**config.mk**
```make
export PLATFORM = sky130hd
export DESIGN_NAME = instr_fetch_unit
export DESIGN_NICKNAME = d
export VERILOG_FILES = /design/src/rtl/instr_fetch_unit.sv
export SDC_FILE = /design/constraint.sdc
export NUM_CORES = 1
export LEC_CHECK = 0
export BUFFER_PORTS_ARGS = -buffer_cell sky130_fd_sc_hd__buf_2
export CAP_MARGIN = 10
export CORE_UTILIZATION = 36
export CTS_BUF_LIST = sky130_fd_sc_hd__clkbuf_8
export CTS_CLUSTER_DIAMETER = 80
export DETAILED_ROUTE_END_ITERATION = 16
export PLACE_DENSITY = 0.72
export RECOVER_POWER = 50
export SYNTH_ARGS = -nofsm -noshare
export SYNTH_HDL_FRONTEND = slang
export SYNTH_SLANG_ARGS = --single-unit
```
**constraint.sdc**
```tcl
create_clock -name clk -period 4.5 [get_ports clk]
set_input_delay 1.125 -clock clk [delete_from_list [all_inputs] [get_ports clk]]
set_output_delay 1.125 -clock clk [all_outputs]
set_load 0.1 [all_outputs]
```
**src/rtl/instr_fetch_unit.sv**
```systemverilog
// ---------------------------------------------------------------------------
// instr_fetch_unit
//
// Instruction fetch stage of the RV32I core. Owns the program counter, fetches
// one instruction at a time over a request/valid handshake, presents the
// instruction and its decoded fields to the control unit, and selects the next
// PC from the sequential address or the ALU target. A misaligned control-flow
// target parks the unit in a terminal FAULT state until reset.
//
// Ports:
//   clk, rst_n           clock, synchronous active-low reset
//   imem_req/imem_addr   fetch request and address (address is always pc)
//   imem_rvalid/rdata    fetch response, only looked at in FETCH
//   advance              core finished the presented instruction (HOLD only)
//   PCSel/alu_target     next-PC selection from the control unit / ALU
//   instr_valid, instr   presented instruction
//   opcode/funct3/funct7 combinational slices of instr
//   pc, pc_plus4         current PC and its sequential successor
//   fault, fault_addr    sticky misaligned-target fault and offending target
//   instret              retired-instruction counter
// ---------------------------------------------------------------------------
module instr_fetch_unit #(
    parameter logic [31:0] RESET_PC = 32'h0000_0000
) (
    input  logic        clk,
    input  logic        rst_n,
    output logic        imem_req,
    output logic [31:0] imem_addr,
    input  logic        imem_rvalid,
    input  logic [31:0] imem_rdata,
    input  logic        advance,
    input  logic        PCSel,
    input  logic [31:0] alu_target,
    output logic        instr_valid,
    output logic [31:0] instr,
    output logic [6:0]  opcode,
    output logic [2:0]  funct3,
    output logic        funct7,
    output logic [31:0] pc,
    output logic [31:0] pc_plus4,
    output logic        fault,
    output logic [31:0] fault_addr,
    output logic [31:0] instret
);

    typedef enum logic [1:0] {
        ST_FETCH,
        ST_HOLD,
        ST_FAULT
    } state_t;

    state_t      state_q, state_d;
    logic [31:0] pc_q, pc_d;
    logic [31:0] instr_q, instr_d;
    logic [31:0] fault_addr_q, fault_addr_d;
    logic [31:0] instret_q, instret_d;
    logic [31:0] pc_plus4_w;
    logic [31:0] next_pc;

    // Sequential successor wraps naturally at 2^32.
    assign pc_plus4_w = pc_q + 32'd4;

    // Next-state and next-value logic. Each register holds its value unless
    // the current state explicitly updates it. Bit 0 of a taken target is
    // cleared so JALR targets land on a halfword boundary; bit 1 set after
    // that means the target is not word aligned and is treated as a fault.
    always_comb begin
        state_d      = state_q;
        pc_d         = pc_q;
        instr_d      = instr_q;
        fault_addr_d = fault_addr_q;
        instret_d    = instret_q;
        next_pc      = PCSel ? (alu_target & 32'hFFFF_FFFE) : pc_plus4_w;

        case (state_q)
            ST_FETCH: begin
                if (imem_rvalid) begin
                    instr_d = imem_rdata;
                    state_d = ST_HOLD;
                end
            end
            ST_HOLD: begin
                if (advance) begin
                    if (next_pc[1]) begin
                        fault_addr_d = next_pc;
                        state_d      = ST_FAULT;
                    end else begin
                        pc_d      = next_pc;
                        instret_d = instret_q + 32'd1;
                        state_d   = ST_FETCH;
                    end
                end
            end
            ST_FAULT: begin
                state_d = ST_FAULT;
            end
            default: begin
                state_d = ST_FETCH;
            end
        endcase
    end

    // State register. Reset wins over everything, so a response that lands
    // in the reset cycle is simply dropped.
    always_ff @(posedge clk) begin
        if (!rst_n) begin
            state_q      <= ST_FETCH;
            pc_q         <= RESET_PC;
            instr_q      <= 32'd0;
            fault_addr_q <= 32'd0;
            instret_q    <= 32'd0;
        end else begin
            state_q      <= state_d;
            pc_q         <= pc_d;
            instr_q      <= instr_d;
            fault_addr_q <= fault_addr_d;
            instret_q    <= instret_d;
        end
    end

    // Handshake and status outputs are gated by rst_n so they read as idle
    // for the whole cycle in which reset is being applied.
    assign imem_req    = rst_n && (state_q == ST_FETCH);
    assign instr_valid = rst_n && (state_q == ST_HOLD);
    assign fault       = rst_n && (state_q == ST_FAULT);

    assign imem_addr  = pc_q;
    assign pc         = pc_q;
    assign pc_plus4   = pc_plus4_w;
    assign instr      = instr_q;
    assign opcode     = instr_q[6:0];
    assign funct3     = instr_q[14:12];
    assign funct7     = instr_q[30];
    assign fault_addr = fault_addr_q;
    assign instret    = instret_q;

endmodule
```
==> summary.md, run 1 <==
| Metric | Value |
|---|---|
| Status | `finished, violations left` |
| Failing checks | `capacitance limit, slew limit` |
| Max_cap viols | `1` |
| Final setup viols | `0` |
| Fin crit share | `0.920` |
| Critical path type | `reg -> out` |
| Nets@finish | `roughly 1100` |
| Final Core Density | `0.463` |
| Placer Congestion | `about 0.79` |
| Combinational power share | `0.234` |
| CTS Hold Bufs | `0` |
| TritonRoute pass-1 iters | `5` |
| Reg clk slew, reported paths | `~0.07 ns` |
| Final hold vios | `0` |
| Placed Area | `between 7000 and 8000 um^2` |
| Clock sinks | `~130` |
| Yosys reg bits | `129` |
| Skew-Pair Late Insertion Delay | `around 0.44 ns` |
| Die area | `around 18000 um^2` |
| Synth area leaders | `dfxtp_1, nand2_1, a21oi_1` |
| Layout cell share with drive strength beyond 1 | `0.223` |
| Yosys top cell area share | `0.406` |
| Design internal power | `1720 uW` |
| # port buffers | `270` |
| Clk buf depth | `2` |
| GRT overflow | `0` |
| TNS Setup | `0 ns` |
| Most common cell after layout, fill and taps aside | `nand2_1` |
| Final non-filler cell area | `~8000 um^2` |
| Post-DP HPWL | `approximately 14000 um` |
| Primary FF master, synth | `dfxtp_1` |
| Worst-margin pin slew | `between 1.5 and 2 ns` |
| Sw Ratio | `0.387` |
| Synthesized area | `6370 um^2` |
| Clk root buf | `clkbuf_8` |
| Row cnt | `between 40 and 50` |
| IO Count | `roughly 280` |
| Post-synth EDFFs | `0` |
| Post-CTS sizing | `0` |
| Initial antenna violation count | `1` |
| Post-Route WL | `approximately 20000 um` |
| Required time of the critical path | `approximately 3.4 ns` |
| RSZ-0062 raised after global routing | `false` |
| Max Slew Vio Count | `90` |
| Number of global-route vias before repair | `roughly 5600` |
| Via density | `around 5` |
| DR vias | `~6500` |
| Post-Syn Area per Cell | `about 7.6 um^2` |
| Worst Path Max Fanout | `9` |
| Startpoint Class | `flop` |
| Pleak | `about 0.0033 uW` |
| Yosys cell types | `48` |
| Routed len/inst | `approximately 15 um` |
| Max_slew headroom | `-0.234` |
| TritonCTS Buffers | `17` |
| Die H | `around 140 um` |
| Area Overhead vs Synth | `25.9%` |
| DRC viols | `0` |
| Hold crit path type | `reg -> reg` |
| H-tree Lvls | `4` |
| Clock share of power | `0.335` |
| Async set-reset flop share out of synthesis | `0` |
| Reg power frac | `0.432` |
| Postcts setup bufs | `0` |
| Sequential cell area fraction in the yosys report | `0.406` |
| Gr usage total | `0.209` |
| Pre-CTS setup slack | `~0.83 ns` |
| CTS tree | `yes` |
| Syn Inst Count | `about 830` |
| Yosys warns | `0` |
| Final setup margin | `around 0.36 ns` |
| Worst hold slack | `between 0.4 and 0.5 ns` |
| R2R Setup Slk | `1.88 ns` |
| Core Box Area | `about 17000 um^2` |
| Net Switching | `~1100 uW` |
| Crit path time final | `4.14 ns` |
| Max Clock Skew | `0.0112 ns` |
| P per Cell Area | `350 nW/um^2` |
| Peak supply drop | `slightly below 0.2 mV` |
| Die width | `approximately 140 um` |
| Maximum number of pins on one net before global-route repair | `90` |
| CP Capture Type | `output port` |
| Synth area leader | `dfxtp_1` |
| Critical path arrival | `approximately 3.0 ns` |
| First-pass GRT wire length | `roughly 30000 um` |
| Final ANT Viol Nets | `0` |
| Fmax | `~0.24 GHz` |
| Most frequent cells in the layout | `nand2_1, buf_2, dfxtp_1` |
| DRT iter0 DRCs | `roughly 370` |
| Initial Util | `0.368` |
==> cell families (layout without fill, tap and decap cells) <==
group                      after synthesis  count (layout)  share of synthesized area
xor gates and xnor gates                55              55                     0.0756
DFF                                    129             129                      0.406
AOI/OAI and AO/OA                      155             155                      0.139
and+or+nand+nor                        374             374                      0.271
other                                    1               4                   0.000589
buffers and inverters                  111             327                     0.0933
muxes                                    7               7                     0.0110
adders and majority gates                2               2                    0.00393
==> registers in the layout, indices dropped and copies added (netlist names) <==
register	flops
instr	32
state_q	2
fault_addr	32
instret	32
imem_addr	31
==> area by class of cell <==
class | count | area (um^2)
Antenna cell | 1 | 2.50
Clock buffer | 18 | 248
Clock inverter | 14 | 120
Fill cell | 1801 | 9280
Inverter | 8 | 32.5
Multi-Input combinational cell | 596 | 3410
Sequential cell | 129 | 2580
Tap cell | 225 | 282
Timing Repair Buffer | 287 | 1340
==> metrics by stage <==
stage	total power, uW	std cells
global route	2920	1278
global placement	1900	1245
floorplan	1800	836
CTS	2840	1277
detailed placement	1900	1245
finish	2800	1278
==> power groups by stage <==
stage | Clock, uW | Sequential, uW | Combinational [uW]
after floorplan | 0 | 1450 | 343
after global placement | 0 | 1230 | 663
after detailed placement | 0 | 1240 | 665
after CTS | 966 | 1210 | 666
after global routing | 1020 | 1220 | 683
final | 938 | 1210 | 655
==> Yosys cell counts (all sizes together), types with 3 or more instances <==
cell / instances
nand2: 184
dfxtp: 129
a21oi: 86
nor2: 58
buf: 54
clkbuf: 49
nand3: 33
xor2: 33
o21ai: 23
xnor2: 22
nor4: 18
nand4: 17
and3: 15
nor3: 14
or3: 10
a22oi: 9
o22ai: 9
inv: 8
a31oi: 7
and4: 7
mux2i: 7
nand2b: 5
o21a: 5
o31ai: 4
and2: 3
nor2b: 3
==> worst max-delay path: stages, from the launching register on <==
cell,delay (ns)
dfxtp_2,0.42
ha_1,0.33
nand3_4,0.17
nor4_1,0.72
nand3_1,0.30
xnor2_2,0.19
buf_2,0.46
==> path summary, 6_finish.rpt <==
kind | start | to | cells after the start
worst max-delay path | imem_addr[2]$_SDFFE_PN0P_ | pc_plus4[16] | 6
worst max register to register | imem_addr[2]$_SDFFE_PN0P_ | imem_addr[20]$_SDFFE_PN0P_ | 6
worst min register to register | fault_addr[7]$_SDFFE_PN0P_ | fault_addr[7]$_SDFFE_PN0P_ | 2
worst min-delay path | fault_addr[7]$_SDFFE_PN0P_ | fault_addr[7]$_SDFFE_PN0P_ | 2
==> per-layer routing <==
layer / share of wire / up-vias / routed length, um / GRT usage
met5: 0 / - / 0 / 0
li1: - / 3208 / - / -
met4: 0.013 / 0 / 263 / 0.0705
met3: 0.047 / 18 / 927 / 0.0450
met2: 0.49 / 195 / 9580 / 0.342
met1: 0.45 / 3045 / 8770 / 0.271
Note: power is estimated with default switching activity, not from simulation.
==> inputs of run 2 (changes only) <==
- SKIP_LAST_GASP: default -> 1
- SLEW_MARGIN: default -> 20
- clock period: 4.5 -> 4.99 ns (I/O delays scaled with it)
==> summary.md, run 2 (same netlist as run 1, synthesis figures left out) <==
| Metric | Value |
|---|---|
| N_diodes | `0` |
| Skew-Pair Late Insertion Delay | `0.43 ns` |
| Final setup viols | `0` |
| RSZ-0062 raised after global routing | `false` |
| Failing checks | `capacitance limit, slew limit` |
| Hold crit path type | `reg -> reg` |
| Die area | `about 18000 um^2` |
| P per Cell Area | `approximately 330 nW/um^2` |
| GRT overflow | `0` |
| Status | `finished, violations left` |
| Gr usage total | `0.205` |
| DRT iter0 DRCs | `about 460` |
| Row cnt | `48` |
| Max_slew headroom | `-0.101` |
| DR vias | `roughly 6400` |
| Max_cap viols | `1` |
| Startpoint Class | `flop` |
| Reg clk slew, reported paths | `roughly 0.070 ns` |
| CTS Hold Bufs | `0` |
| Placer Congestion | `0.803` |
| Core Box Area | `~17000 um^2` |
| IO Count | `around 280` |
| DRC viols | `0` |
| Most frequent cells in the layout | `nand2_1, buf_2, dfxtp_1` |
| Final ANT Viol Nets | `0` |
| Number of global-route vias before repair | `5399` |
| Crit path time final | `approximately 4.5 ns` |
| Critical path arrival | `about 3.3 ns` |
| Post-Route WL | `between 15000 and 20000 um` |
| Required time of the critical path | `3.74 ns` |
| Pleak | `about 0.0032 uW` |
| Layout cell share with drive strength beyond 1 | `0.204` |
| H-tree Lvls | `4` |
| Peak supply drop | `0.157 mV` |
| TritonCTS Buffers | `17` |
| Routed len/inst | `roughly 15 um` |
| Post-CTS sizing | `0` |
| Clock sinks | `~130` |
| First-pass GRT wire length | `about 29000 um` |
| CTS tree | `yes` |
| Initial antenna violation count | `0` |
| Maximum number of pins on one net before global-route repair | `between 80 and 90` |
| Initial Util | `0.368` |
| Worst-margin pin slew | `between 1.5 and 2 ns` |
| Nets@finish | `1101` |
| Clk root buf | `clkbuf_8` |
| Fmax | `roughly 0.22 GHz` |
| CP Capture Type | `output port` |
| Die width | `~140 um` |
| # port buffers | `270` |
| Critical path type | `reg -> out` |
| FILL cells | `1811` |
| Clk buf depth | `2` |
| Most common cell after layout, fill and taps aside | `nand2_1` |
| Final Core Density | `0.455` |
| Die H | `approximately 140 um` |
| Max Clock Skew | `approximately 0.012 ns` |
| Post-DP HPWL | `approximately 14000 um` |
| TritonRoute pass-1 iters | `6` |
| Fin crit share | `0.904` |
| Worst Path Max Fanout | `9` |
| Via density | `just over 5` |
| Final hold vios | `0` |
| TNS Setup | `0 ns` |
| Max Slew Vio Count | `82` |
| Postcts setup bufs | `0` |
| Area Overhead vs Synth | `23.5%` |
-- run 2: changes by cell type in the layout (fill, tap and decap cells not counted), sizes merged --
cell      previous run  this run
buf                176       162
clkbuf             129       135
bufinv               1         3
clkinv               5         3
clkinvlp             4         3
diode                1         0
-- run 2: worst max-delay path: stages, from the launching register on --
cell and delay (ns):
dfxtp_1 0.50, ha_1 0.37, nand3_4 0.17, or3_1 0.53, nor4_1 0.69, xor2_2 0.15, buf_2 0.43
-- run 2: routing by layer --
metal / global-route usage / share of wire
met1: 0.272 / 0.45
met2: 0.337 / 0.49
met3: 0.0443 / 0.058
met4: 0.0524 / 0.0084
met5: 0 / 0
-- run 2: power breakdown --
group / total (uW) / switching, uW / internal, uW / leakage, uW
registers: 1090 / 32.1 / 1060 / 0.00105
logic: 586 / 502 / 84.1 / 0.00194
clock network: 934 / 421 / 513 / 0.000213
-- run 2: final timing paths --
path | from | end | slack, ns | cells past startpoint
setup / recovery | imem_addr[2]$_SDFFE_PN0P_ | pc_plus4[24] | 0.48 | 6
setup reg to reg | imem_addr[2]$_SDFFE_PN0P_ | imem_addr[24]$_SDFFE_PN0P_ | 2.25 | 6
hold reg to reg | instr[28]$_SDFFE_PN0P_ | instr[28]$_SDFFE_PN0P_ | 0.45 | 2
hold / removal | instr[28]$_SDFFE_PN0P_ | instr[28]$_SDFFE_PN0P_ | 0.45 | 2
-- run 2: layout make-up --
| cell class | instances | area, um^2 | share of cell area |
|---|---|---|---|
| clock buffer | 19 | 262 | 0.0332 |
| clock inverter | 13 | 146 | 0.0186 |
| sequential | 129 | 2580 | 0.328 |
| tap | 225 | 282 | 0.0358 |
| inverter | 8 | 32.5 | 0.00413 |
| timing repair buffer | 278 | 1260 | 0.161 |
| multi-input combinational | 596 | 3300 | 0.419 |
-- run 2: metrics by stage --
step / hold slack (ns) / std cells / cell area [um^2] / setup WS [ns] / total power [uW]
4_1_cts: 0.454 / 1268 / 8010 / 0.429 / 2640
5_1_grt: 0.474 / 1268 / 7870 / 0.242 / 2720
3_5_place_dp: 0.444 / 1236 / 7600 / 0.911 / 1710
6_report: 0.455 / 1268 / 7870 / 0.478 / 2610
3_3_place_gp: 0.439 / 1236 / 7600 / 0.976 / 1700
2_1_floorplan: 0.484 / 836 / 6460 / 0.0193 / 1610
